$ cat src/rtl/edge_capture_pkg.sv
// Shared types and parameter defaults for the multi-channel edge capture block.
package edge_capture_pkg;

  typedef enum logic [1:0] {
    EDGE_NONE = 2'b00,
    EDGE_RISE = 2'b01,
    EDGE_FALL = 2'b10,
    EDGE_BOTH = 2'b11
  } edge_mode_t;

  typedef enum logic [1:0] {
    IDLE  = 2'b00,
    ARMED = 2'b01,
    DONE  = 2'b10
  } capture_state_t;

  localparam int DEF_NUM_CHANNELS  = 4;
  localparam int DEF_SYNC_STAGES   = 2;
  localparam int DEF_FILTER_CYCLES = 3;
  localparam int DEF_TS_WIDTH      = 16;

  // A filter length of zero behaves as a single-sample filter.
  function automatic int eff_filter(input int fc);
    return (fc < 1) ? 1 : fc;
  endfunction

endpackage

$ cat src/rtl/edge_channel.sv
// One input bit: synchronizer chain, stability filter and registered edge detector.
module edge_channel
  import edge_capture_pkg::*;
#(
  parameter int SYNC_STAGES   = DEF_SYNC_STAGES,
  parameter int FILTER_CYCLES = DEF_FILTER_CYCLES
) (
  input  logic       clk,
  input  logic       rst_n,
  input  logic       in,
  input  edge_mode_t mode,
  output logic       filtered,
  output logic       edge_pulse
);

  localparam int F  = eff_filter(FILTER_CYCLES);
  localparam int CW = $clog2(F + 1);
  localparam logic [CW-1:0] CNT_LAST = CW'(F - 1);

  logic [SYNC_STAGES-1:0] r_sync;
  logic [CW-1:0]          r_cnt;
  logic                   r_filt;
  logic                   r_filt_d;
  logic                   r_pulse;
  logic                   w_sync;
  logic                   w_rise;
  logic                   w_fall;
  logic                   w_pulse;

  assign w_sync = r_sync[SYNC_STAGES-1];
  assign w_rise = r_filt & ~r_filt_d;
  assign w_fall = ~r_filt & r_filt_d;

  always_comb begin
    w_pulse = 1'b0;
    case (mode)
      EDGE_RISE: w_pulse = w_rise;
      EDGE_FALL: w_pulse = w_fall;
      EDGE_BOTH: w_pulse = w_rise | w_fall;
      default:   w_pulse = 1'b0;
    endcase
  end

  always_ff @(posedge clk or negedge rst_n) begin
    if (!rst_n) begin
      r_sync   <= '0;
      r_cnt    <= '0;
      r_filt   <= 1'b0;
      r_filt_d <= 1'b0;
      r_pulse  <= 1'b0;
    end else begin
      r_sync   <= {r_sync[SYNC_STAGES-2:0], in};
      r_filt_d <= r_filt;
      r_pulse  <= w_pulse;
      // Level only follows the synchronized input after F consecutive mismatching samples.
      if (w_sync != r_filt) begin
        if (r_cnt == CNT_LAST) begin
          r_filt <= w_sync;
          r_cnt  <= '0;
        end else begin
          r_cnt <= r_cnt + 1'b1;
        end
      end else begin
        r_cnt <= '0;
      end
    end
  end

  assign filtered   = r_filt;
  assign edge_pulse = r_pulse;

endmodule

$ cat src/rtl/multi_edge_capture.sv
// Per-channel edge conditioning plus a shared arm/capture FSM that timestamps the first edge per channel.
module multi_edge_capture
  import edge_capture_pkg::*;
#(
  parameter int NUM_CHANNELS  = DEF_NUM_CHANNELS,
  parameter int SYNC_STAGES   = DEF_SYNC_STAGES,
  parameter int FILTER_CYCLES = DEF_FILTER_CYCLES,
  parameter int TS_WIDTH      = DEF_TS_WIDTH
) (
  input  logic                                   clk,
  input  logic                                   rst_n,
  input  logic [NUM_CHANNELS-1:0]                in,
  input  logic [1:0]                             mode,
  input  logic                                   arm,
  output logic [NUM_CHANNELS-1:0]                filtered,
  output logic [NUM_CHANNELS-1:0]                edge_pulse,
  output logic [NUM_CHANNELS-1:0][TS_WIDTH-1:0]  timestamp,
  output logic [NUM_CHANNELS-1:0]                ts_valid,
  output logic                                   armed,
  output logic                                   done,
  output logic                                   timeout
);

  localparam logic [TS_WIDTH-1:0] CNT_MAX = '1;

  edge_mode_t                            w_mode;
  capture_state_t                        r_state;
  capture_state_t                        w_state_nxt;
  logic [TS_WIDTH-1:0]                   r_cnt;
  logic [TS_WIDTH-1:0]                   w_cnt_nxt;
  logic [NUM_CHANNELS-1:0][TS_WIDTH-1:0] r_ts;
  logic [NUM_CHANNELS-1:0][TS_WIDTH-1:0] w_ts_nxt;
  logic [NUM_CHANNELS-1:0]               r_vld;
  logic [NUM_CHANNELS-1:0]               w_vld_nxt;
  logic [NUM_CHANNELS-1:0]               w_cap;
  logic                                  r_timeout;
  logic                                  w_timeout_nxt;

  assign w_mode = edge_mode_t'(mode);

  for (genvar g = 0; g < NUM_CHANNELS; g++) begin : g_ch
    edge_channel #(
      .SYNC_STAGES   (SYNC_STAGES),
      .FILTER_CYCLES (FILTER_CYCLES)
    ) u_ch (
      .clk        (clk),
      .rst_n      (rst_n),
      .in         (in[g]),
      .mode       (w_mode),
      .filtered   (filtered[g]),
      .edge_pulse (edge_pulse[g])
    );
  end

  always_ff @(posedge clk or negedge rst_n) begin
    if (!rst_n) begin
      r_state   <= IDLE;
      r_cnt     <= '0;
      r_ts      <= '0;
      r_vld     <= '0;
      r_timeout <= 1'b0;
    end else begin
      r_state   <= w_state_nxt;
      r_cnt     <= w_cnt_nxt;
      r_ts      <= w_ts_nxt;
      r_vld     <= w_vld_nxt;
      r_timeout <= w_timeout_nxt;
    end
  end

  always_comb begin
    w_state_nxt   = r_state;
    w_cnt_nxt     = r_cnt;
    w_ts_nxt      = r_ts;
    w_vld_nxt     = r_vld;
    w_timeout_nxt = r_timeout;
    w_cap         = '0;
    // Arm restarts the window from any state and takes priority over a same-cycle edge.
    if (arm) begin
      w_state_nxt   = ARMED;
      w_cnt_nxt     = '0;
      w_vld_nxt     = '0;
      w_timeout_nxt = 1'b0;
    end else if (r_state == ARMED) begin
      w_cap     = edge_pulse & ~r_vld;
      w_vld_nxt = r_vld | w_cap;
      for (int i = 0; i < NUM_CHANNELS; i++) begin
        if (w_cap[i]) w_ts_nxt[i] = r_cnt;
      end
      if (&w_vld_nxt) begin
        w_state_nxt = DONE;
      end else if (r_cnt == CNT_MAX) begin
        w_state_nxt   = DONE;
        w_timeout_nxt = 1'b1;
      end else begin
        w_cnt_nxt = r_cnt + 1'b1;
      end
    end
  end

  assign timestamp = r_ts;
  assign ts_valid  = r_vld;
  assign timeout   = r_timeout;
  assign armed     = (r_state == ARMED);
  assign done      = (r_state == DONE);

endmodule

$ cat config.mk
export PLATFORM = sky130hd
export DESIGN_NAME = multi_edge_capture
export DESIGN_NICKNAME = d
export VERILOG_FILES = /design/src/rtl/edge_capture_pkg.sv /design/src/rtl/edge_channel.sv /design/src/rtl/multi_edge_capture.sv
export SDC_FILE = /design/constraint.sdc
export NUM_CORES = 1
export LEC_CHECK = 0
export ABC_AREA = 0
export CAP_MARGIN = 20
export CORE_ASPECT_RATIO = 1.25
export CORE_MARGIN = 3
export CORE_UTILIZATION = 40
export CTS_CLUSTER_DIAMETER = 60
export DETAILED_ROUTE_END_ITERATION = 10
export GPL_TIMING_DRIVEN = 0
export SLEW_MARGIN = 20
export SYNTH_ARGS = -nofsm -noshare
export SYNTH_HDL_FRONTEND = slang
export SYNTH_SLANG_ARGS = --single-unit
export TNS_END_PERCENT = 20
$ cat constraint.sdc
create_clock -name clk -period 2.1 [get_ports clk]
set_input_delay 0.63 -clock clk [delete_from_list [all_inputs] [get_ports clk]]
set_output_delay 0.63 -clock clk [all_outputs]
set_load 0.02 [all_outputs]
==> qor.txt, run 1 <==
Pwr Density: 1170 nW/um^2
Post-synth EDFFs: 0
highest-delay cell along the critical path: clkdlybuf4s50_1
Final Critical Period: 2.01 ns
Post-Route WL: 10000 um
final net count: 489
Worst Path Buf+Inv: 1
fin cells: 645
final setup fails: 0
Area Growth Syn to Fin: 36.1%
Syn Inst Count: 364
Max FO, Critical Path: 2
Tcrit/Tclk final: 95.9%
status: finished, final reports clean
Worst Skew: 0.00352 ns
synth unique cells: 41
Setup WS post-layout: 0.0859 ns
diode count: 0
Peak VDD IR: 0.614 mV
CTS Buf Count: 17
relative slew slack: 67.8%
Max Root-Sink Buffers: 2
Post-route DRC: 0
Hold/Removal Path Class: in2async
cell family with most CP delay: buffers and inverters
R2R Setup Slk: 0.10 ns
crit start category: flop
layout cells sized above 1: 27.7%
Syn. warnings: 0
Leak: 3.14 nW
I/O pin count: 88
Max-Cap Viols: 0
die area: 13300 sq um
Final Max Tran Viols: 0
routability cong.: 0.746
area leader, netlist: dfrtp_1
std cell rows: 44
Port Buffers: 85
Post-Syn Area per Cell: 13.1 sq um
post-synth top area share: 60.2%
All-Layer GR Usage: 16.2%
Clk pin slew, worst setup/hold paths: 0.05 ns
cells along the critical path: clkdlybuf4s50_1
DRC marker count from the first detailed-route iteration: 99
worst endpoint required time: 1.47 ns
Die Height: 128 um
via count of the first global-routing pass: 3425
first-pass GRT wire length: 16900 um
Pint: 0.00549 W
setup slack after placement: -0.138 ns
Post-synth ARST share: 100%
Crit path largest cell delay: 0.61 ns
Sw Share: 27.8%
fin area: 6500 sq um
dominant synthesized flop cell: dfrtp_1
clock sink count: 115
largest net degree at the start of global routing: 66
Util after Layout: 55.7%
final hold vios: 0
CP endpoint kind: primary output
Vias/cell: 4.82
wire length per cell: 15.5 um
Core ar.: 11700 sq um
Critical Path AT: 1.38 ns
width of the chip: 104 um
Switch Pwr: 0.00212 W
DRT Pass-1 Iters: 4
clk_lat worst skew: 0.41 ns
share of total power in sequential cells: 37.5%
gr ovfl total: 0
initial core utilization: 40.9%
CTS tree: built
CTS root buf: clkbuf_16
HPWL Detailed: 6960 um
Hold-fix buffers, CTS: 0
fmax: 497 MHz
initial antenna violation count: 0
total number of vias: 3112
Post-Place Cell Area: 5860 sq um
placed cells: 611
worst slew pin tran: 0.482 ns
Clk pwr share: 40.2%
syn nets: 382
number of synthesized register bits: 115
Synth Cell Area: 4780 sq um
register area share after synthesis: 60.2%
RSZ-0062 raised after global routing: true
critical path class: reg2out
Synth area leaders: dfrtp_1 (60%), mux2_2 (12%), ha_1 (2.4%)
Logic pwr share: 22.4%
H-tree Lvls: 4
Post-DRT Antenna Nets: 0
metrics by stage:
| step | total power, W | hold slack, ns | setup TNS [ns] |
|---|---|---|---|
| 5_1_grt | 0.00799 | 0.200 | -0.0352 |
| 6_report | 0.00761 | 0.170 | 0 |
| 4_1_cts | 0.00771 | 0.182 | -0.0879 |
| 3_3_place_gp | 0.00460 | 0.335 | -459.94 |
| 2_1_floorplan | 0.00393 | 0.331 | 0 |
| 3_5_place_dp | 0.00466 | 0.342 | -2.43 |
power by group through the flow:
stage          clock, W  sequential, W  combinational [W]
2_1_floorplan         0        0.00297           0.000952
3_3_place_gp          0        0.00287            0.00173
3_5_place_dp          0        0.00288            0.00177
4_1_cts         0.00311        0.00286            0.00174
5_1_grt         0.00321        0.00290            0.00187
6_report        0.00306        0.00285            0.00170
what timing repair did:
action,in CTS,in global routing
buffers inserted,0,2
endpoints found under the setup margin,15,7
pin swaps,1,2
gates resized for setup,20,3
path summary, 6_finish.rpt:
kind	start	end	depth (start not counted)
setup / recovery	timestamp[39]	timestamp[39]	1
hold / removal	rst_n	timestamp[53]	1
setup reg to reg	r_cnt[0]	r_cnt[13]	7
hold reg to reg	g_ch[2].u_ch.r_sync[0]	g_ch[2].u_ch.r_sync[1]	0
max in group asynchronous	rst_n	g_ch[1].u_ch.edge_pulse	2
min in group clk	g_ch[2].u_ch.r_sync[0]	g_ch[2].u_ch.r_sync[1]	0
layout make-up:
class	instances	area, sq um
Buffer	25	153
Clock buffer	23	488
Clock inverter	9	150
Fill cell	1033	5170
Inverter	18	67.6
Multi-Input combinational cell	206	1690
Sequential cell	115	2880
Tap cell	161	201
Timing Repair Buffer	88	870
cell usage after synthesis, types with 2 or more instances:
cell type	count
a31o_1	2
nand4_1	4
clkbuf_1	4
nand3_1	5
buf_4	12
nand2_1	13
o21ai_0	11
inv_1	18
a21oi_1	14
nor2b_1	4
nor2_1	25
ha_1	9
dfrtp_1	115
buf_2	9
xnor2_1	11
mux2_1	7
mux2_2	50
and3_1	2
a22o_1	4
mux2i_1	3
nor3_1	15
o22ai_2	2
nand3b_4	4
a31o_2	4
sequential cells by signal, indices dropped and copies added (netlist names):
register              cells
g_ch.u_ch.filtered        4
g_ch.u_ch.edge_pulse      4
g_ch.u_ch.r_sync          8
r_state                   2
g_ch.u_ch.r_cnt           8
r_cnt                    16
timestamp                64
ts_valid                  4
g_ch.u_ch.r_filt_d        4
timeout                   1
placed cells by master (no fill, tap or decap), drive strengths merged:
cell and instances:
and4b 1, dlygate4sd2 6, and3 2, bufinv 4, o21ai 12, nand4 6
a22o 4, a31o 6, ha 9, nand3 5, nor3 16, clkdlybuf4s50 70
xnor2 11, a311oi 1, clkinv 3, a21o 1, clkbuf 28, nand2 13
a211oi 1, inv 18, clkinvlp 2, o22ai 2, and4 1, dlymetal6s2s 1
nor3b 1, dfrtp 115, nor2 25, o2111a 1, mux2 57, nor4 2
mux2i 3, nor2b 4, buf 31, a31oi 1, nand3b 5, xor2 1
a21oi 15
per-layer routing:
layer / GRT usage (%) / up-vias / share of wire, %
li1: - / 1483 / -
met1: 18.4 / 1543 / 42
met2: 28.1 / 69 / 51
met3: 5.09 / 17 / 5.0
met4: 7.59 / 0 / 2.2
met5: 0 / - / 0
logic make-up after synthesis:
kind of cell	Yosys count	synth area share, %
flops	115	60.2
simple gates	81	10.3
mux	60	14.1
compound gates	44	6.31
buf+inv	43	4.56
xor+xnor	12	2.20
fa+ha+maj	9	2.36
No activity file was read; power rests on OpenSTA's default activity.
==> inputs of run 2 (changes only) <==
CTS_BUF_LIST = sky130_fd_sc_hd__clkbuf_4   (was default)
RECOVER_POWER = 100   (was default)
SLEW_MARGIN = default   (was 20)
==> run 2 against run 1 <==
Compared with the run above:
- critical path depth is 2 higher
- sequential share of layout area is 2.8 points higher
- highest routed layer unchanged
- clock power is 38% lower
- critical endpoint is now armed
- hold slack better by 0.19 ns
- count of clock-buffer cells in the layout is 3 lower
- final cell count is 0.62% higher
- wire length is 1.2% lower
- first-iteration DRC count is 16% higher
==> qor.txt, run 2 (synthesized netlist as in run 1, its figures left out) <==
R2R Setup Slk: 0.17 ns (+0.07 ns)
final net count: 493 (+0.82%)
most frequent cells in the layout: dfrtp_1 (111), dlygate4sd2_1 (72), mux2_2 (50)
final setup fails: 0 (unchanged)
Peak VDD IR: 0.562 mV (-8.4%)
total chip power: 0.00635 W (-17%)
Final Max Tran Viols: 0 (unchanged)
placed cells: 611 (unchanged)
diode count: 0 (unchanged)
commonest non-fill, non-tap cell in the layout: dfrtp_1
crit start category: flop
Max FO, Critical Path: 8 (+6)
clk_lat worst skew: 0.50 ns (+0.09 ns)
H-tree Lvls: 4 (unchanged)
layout cells sized above 1: 27.5% (-0.23 points)
DRT Pass-1 Iters: 4 (unchanged)
fin cells: 649 (+0.62%)
initial antenna violation count: 0 (unchanged)
Switch Pwr: 0.00196 W (-7.5%)
routability cong.: 0.746 (unchanged)
Clk pwr share: 29.8% (-10 points)
total number of vias: 3109 (-0.096%)
CTS tree: built
Core ar.: 11700 sq um (unchanged)
HPWL Detailed: 6900 um (-0.93%)
Final Critical Period: 2.00 ns (-0.0182 ns)
Max Root-Sink Buffers: 2 (unchanged)
Logic pwr share: 26.0% (+3.6 points)
highest-delay cell along the critical path: dfrtp_1
relative slew slack: 44.9% (-23 points)
final hold vios: 0 (unchanged)
critical path class: reg2out
Leak: 3.30 nW (+5.2%)
Post-route DRC: 0 (unchanged)
Worst Path Buf+Inv: 2 (+1)
via count of the first global-routing pass: 3385 (-1.2%)
status: finished, final reports clean
Post-Route WL: 9890 um (-1.2%)
std cell rows: 44 (unchanged)
worst endpoint required time: 1.47 ns (about the same)
Util after Layout: 52.4% (-3.3 points)
Port Buffers: 85 (unchanged)
CP endpoint: armed
Sw Share: 30.8% (+3.0 points)
clock sink count: 115 (unchanged)
Clk pin slew, worst setup/hold paths: 0.10 ns (+0.05 ns)
share of total power in sequential cells: 44.2% (+6.7 points)
Worst R2R Start: r_cnt[0]
r2r endpoint: r_cnt[13]
Crit path largest cell delay: 0.38 ns (-0.23 ns)
Tcrit/Tclk final: 95.0% (-0.86 points)
worst slew pin tran: 0.826 ns (+0.344 ns)
DRC marker count from the first detailed-route iteration: 115 (+16%)
All-Layer GR Usage: 16.1% (-0.12 points)
Max-Cap Viols: 0 (unchanged)
Area Growth Syn to Fin: 28.0%
cells along the critical path: nor2b_1 -> buf_4 -> buf_2
Die Height: 128 um (unchanged)
Post-DRT Antenna Nets: 0 (unchanged)
Critical Path AT: 1.37 ns (about the same)
CP endpoint kind: primary output
Vias/cell: 4.79 (-0.71%)
worst reg2reg path depth: 6 (-1)
cell family with most CP delay: flip-flops
wire length per cell: 15.2 um (-1.8%)
gr ovfl total: 0 (unchanged)
fmax: 501 MHz (+0.91%)
Worst Skew: 0.0160 ns (+0.0125 ns)
Pwr Density: 1040 nW/um^2 (-11%)
Setup TNS: 0 ns (unchanged)
width of the chip: 104 um (unchanged)
RSZ-0062 raised after global routing: true
initial core utilization: 40.9% (unchanged)
Largest register FFs: 64 (unchanged)
Hold/Removal Path Class: reg2reg
die area: 13300 sq um (unchanged)
Worst Setup SP: r_state[0]
Pint: 0.00439 W (-20%)
CTS root buf: clkbuf_4
CP Depth: 3 (+2)
largest net degree at the start of global routing: 94 (+42%)
CTS Buf Count: 17 (unchanged)
first-pass GRT wire length: 16800 um (-0.69%)
I/O pin count: 88 (unchanged)
==> run 2: area by class of cell <==
type | instances | area, sq um
plain buffers | 25 | 150
flip-flops and latches | 115 | 2880
inverters | 18 | 67.6
clock buffers | 20 | 150
fillers | 1109 | 5560
clock inverters | 12 | 186
well taps | 161 | 201
repair buffers | 92 | 787
multi-input cells | 206 | 1690
==> run 2: through the flow <==
stage / hold WS [ns] / instance area, sq um / worst slack [ns]
after floorplan: 0.331 / 4780 / 0.214
after global placement: 0.335 / 5830 / -3.99
after CTS: 0.364 / 6150 / -0.0687
after detailed placement: 0.342 / 5860 / -0.141
after global routing: 0.376 / 6110 / -0.0308
final: 0.361 / 6110 / 0.104
==> run 2: power groups by stage <==
stage	logic (W)	clock network (W)	registers, W
after floorplan	0.000952	0	0.00297
after global placement	0.00173	0	0.00287
after detailed placement	0.00177	0	0.00288
after CTS	0.00171	0.00194	0.00282
after global routing	0.00183	0.00205	0.00286
final	0.00165	0.00189	0.00281
==> run 2: how the worst min path moves through the flow <==
stage | start | endpoint | cells past startpoint
after global placement | g_ch[3].u_ch.r_sync[0] | g_ch[3].u_ch.r_sync[1] | 0
final | g_ch[2].u_ch.r_sync[0] | g_ch[2].u_ch.r_sync[1] | 0
after CTS | g_ch[2].u_ch.r_sync[0] | g_ch[2].u_ch.r_sync[1] | 0
after floorplan | rst_n | g_ch[0].u_ch.edge_pulse | 0
after detailed placement | g_ch[2].u_ch.r_sync[0] | g_ch[2].u_ch.r_sync[1] | 0
after global routing | g_ch[1].u_ch.r_sync[0] | g_ch[1].u_ch.r_sync[1] | 0
==> run 2: repair_timing <==
item                                    CTS  global route
buffers inserted                          4             1
resized for setup                        87             8
hold endpoints to repair                 22             0
pin swaps                                 1             0
endpoints found under the setup margin   80             8
hold buffers                              1             0
==> run 2: per-layer routing <==
layer	global-route usage, %	wire length, um	up-vias
li1	-	-	1485
met1	18.1	4120	1539
met2	28.5	5110	75
met3	6.25	550	10
met4	4.93	109	0
met5	0	0	-
==> inputs of run 3 (changes only) <==
CTS_CLUSTER_SIZE = 10   (was default)
==> results of run 3 <==
Final layout, timing and power as in run 2 (identical DEF).
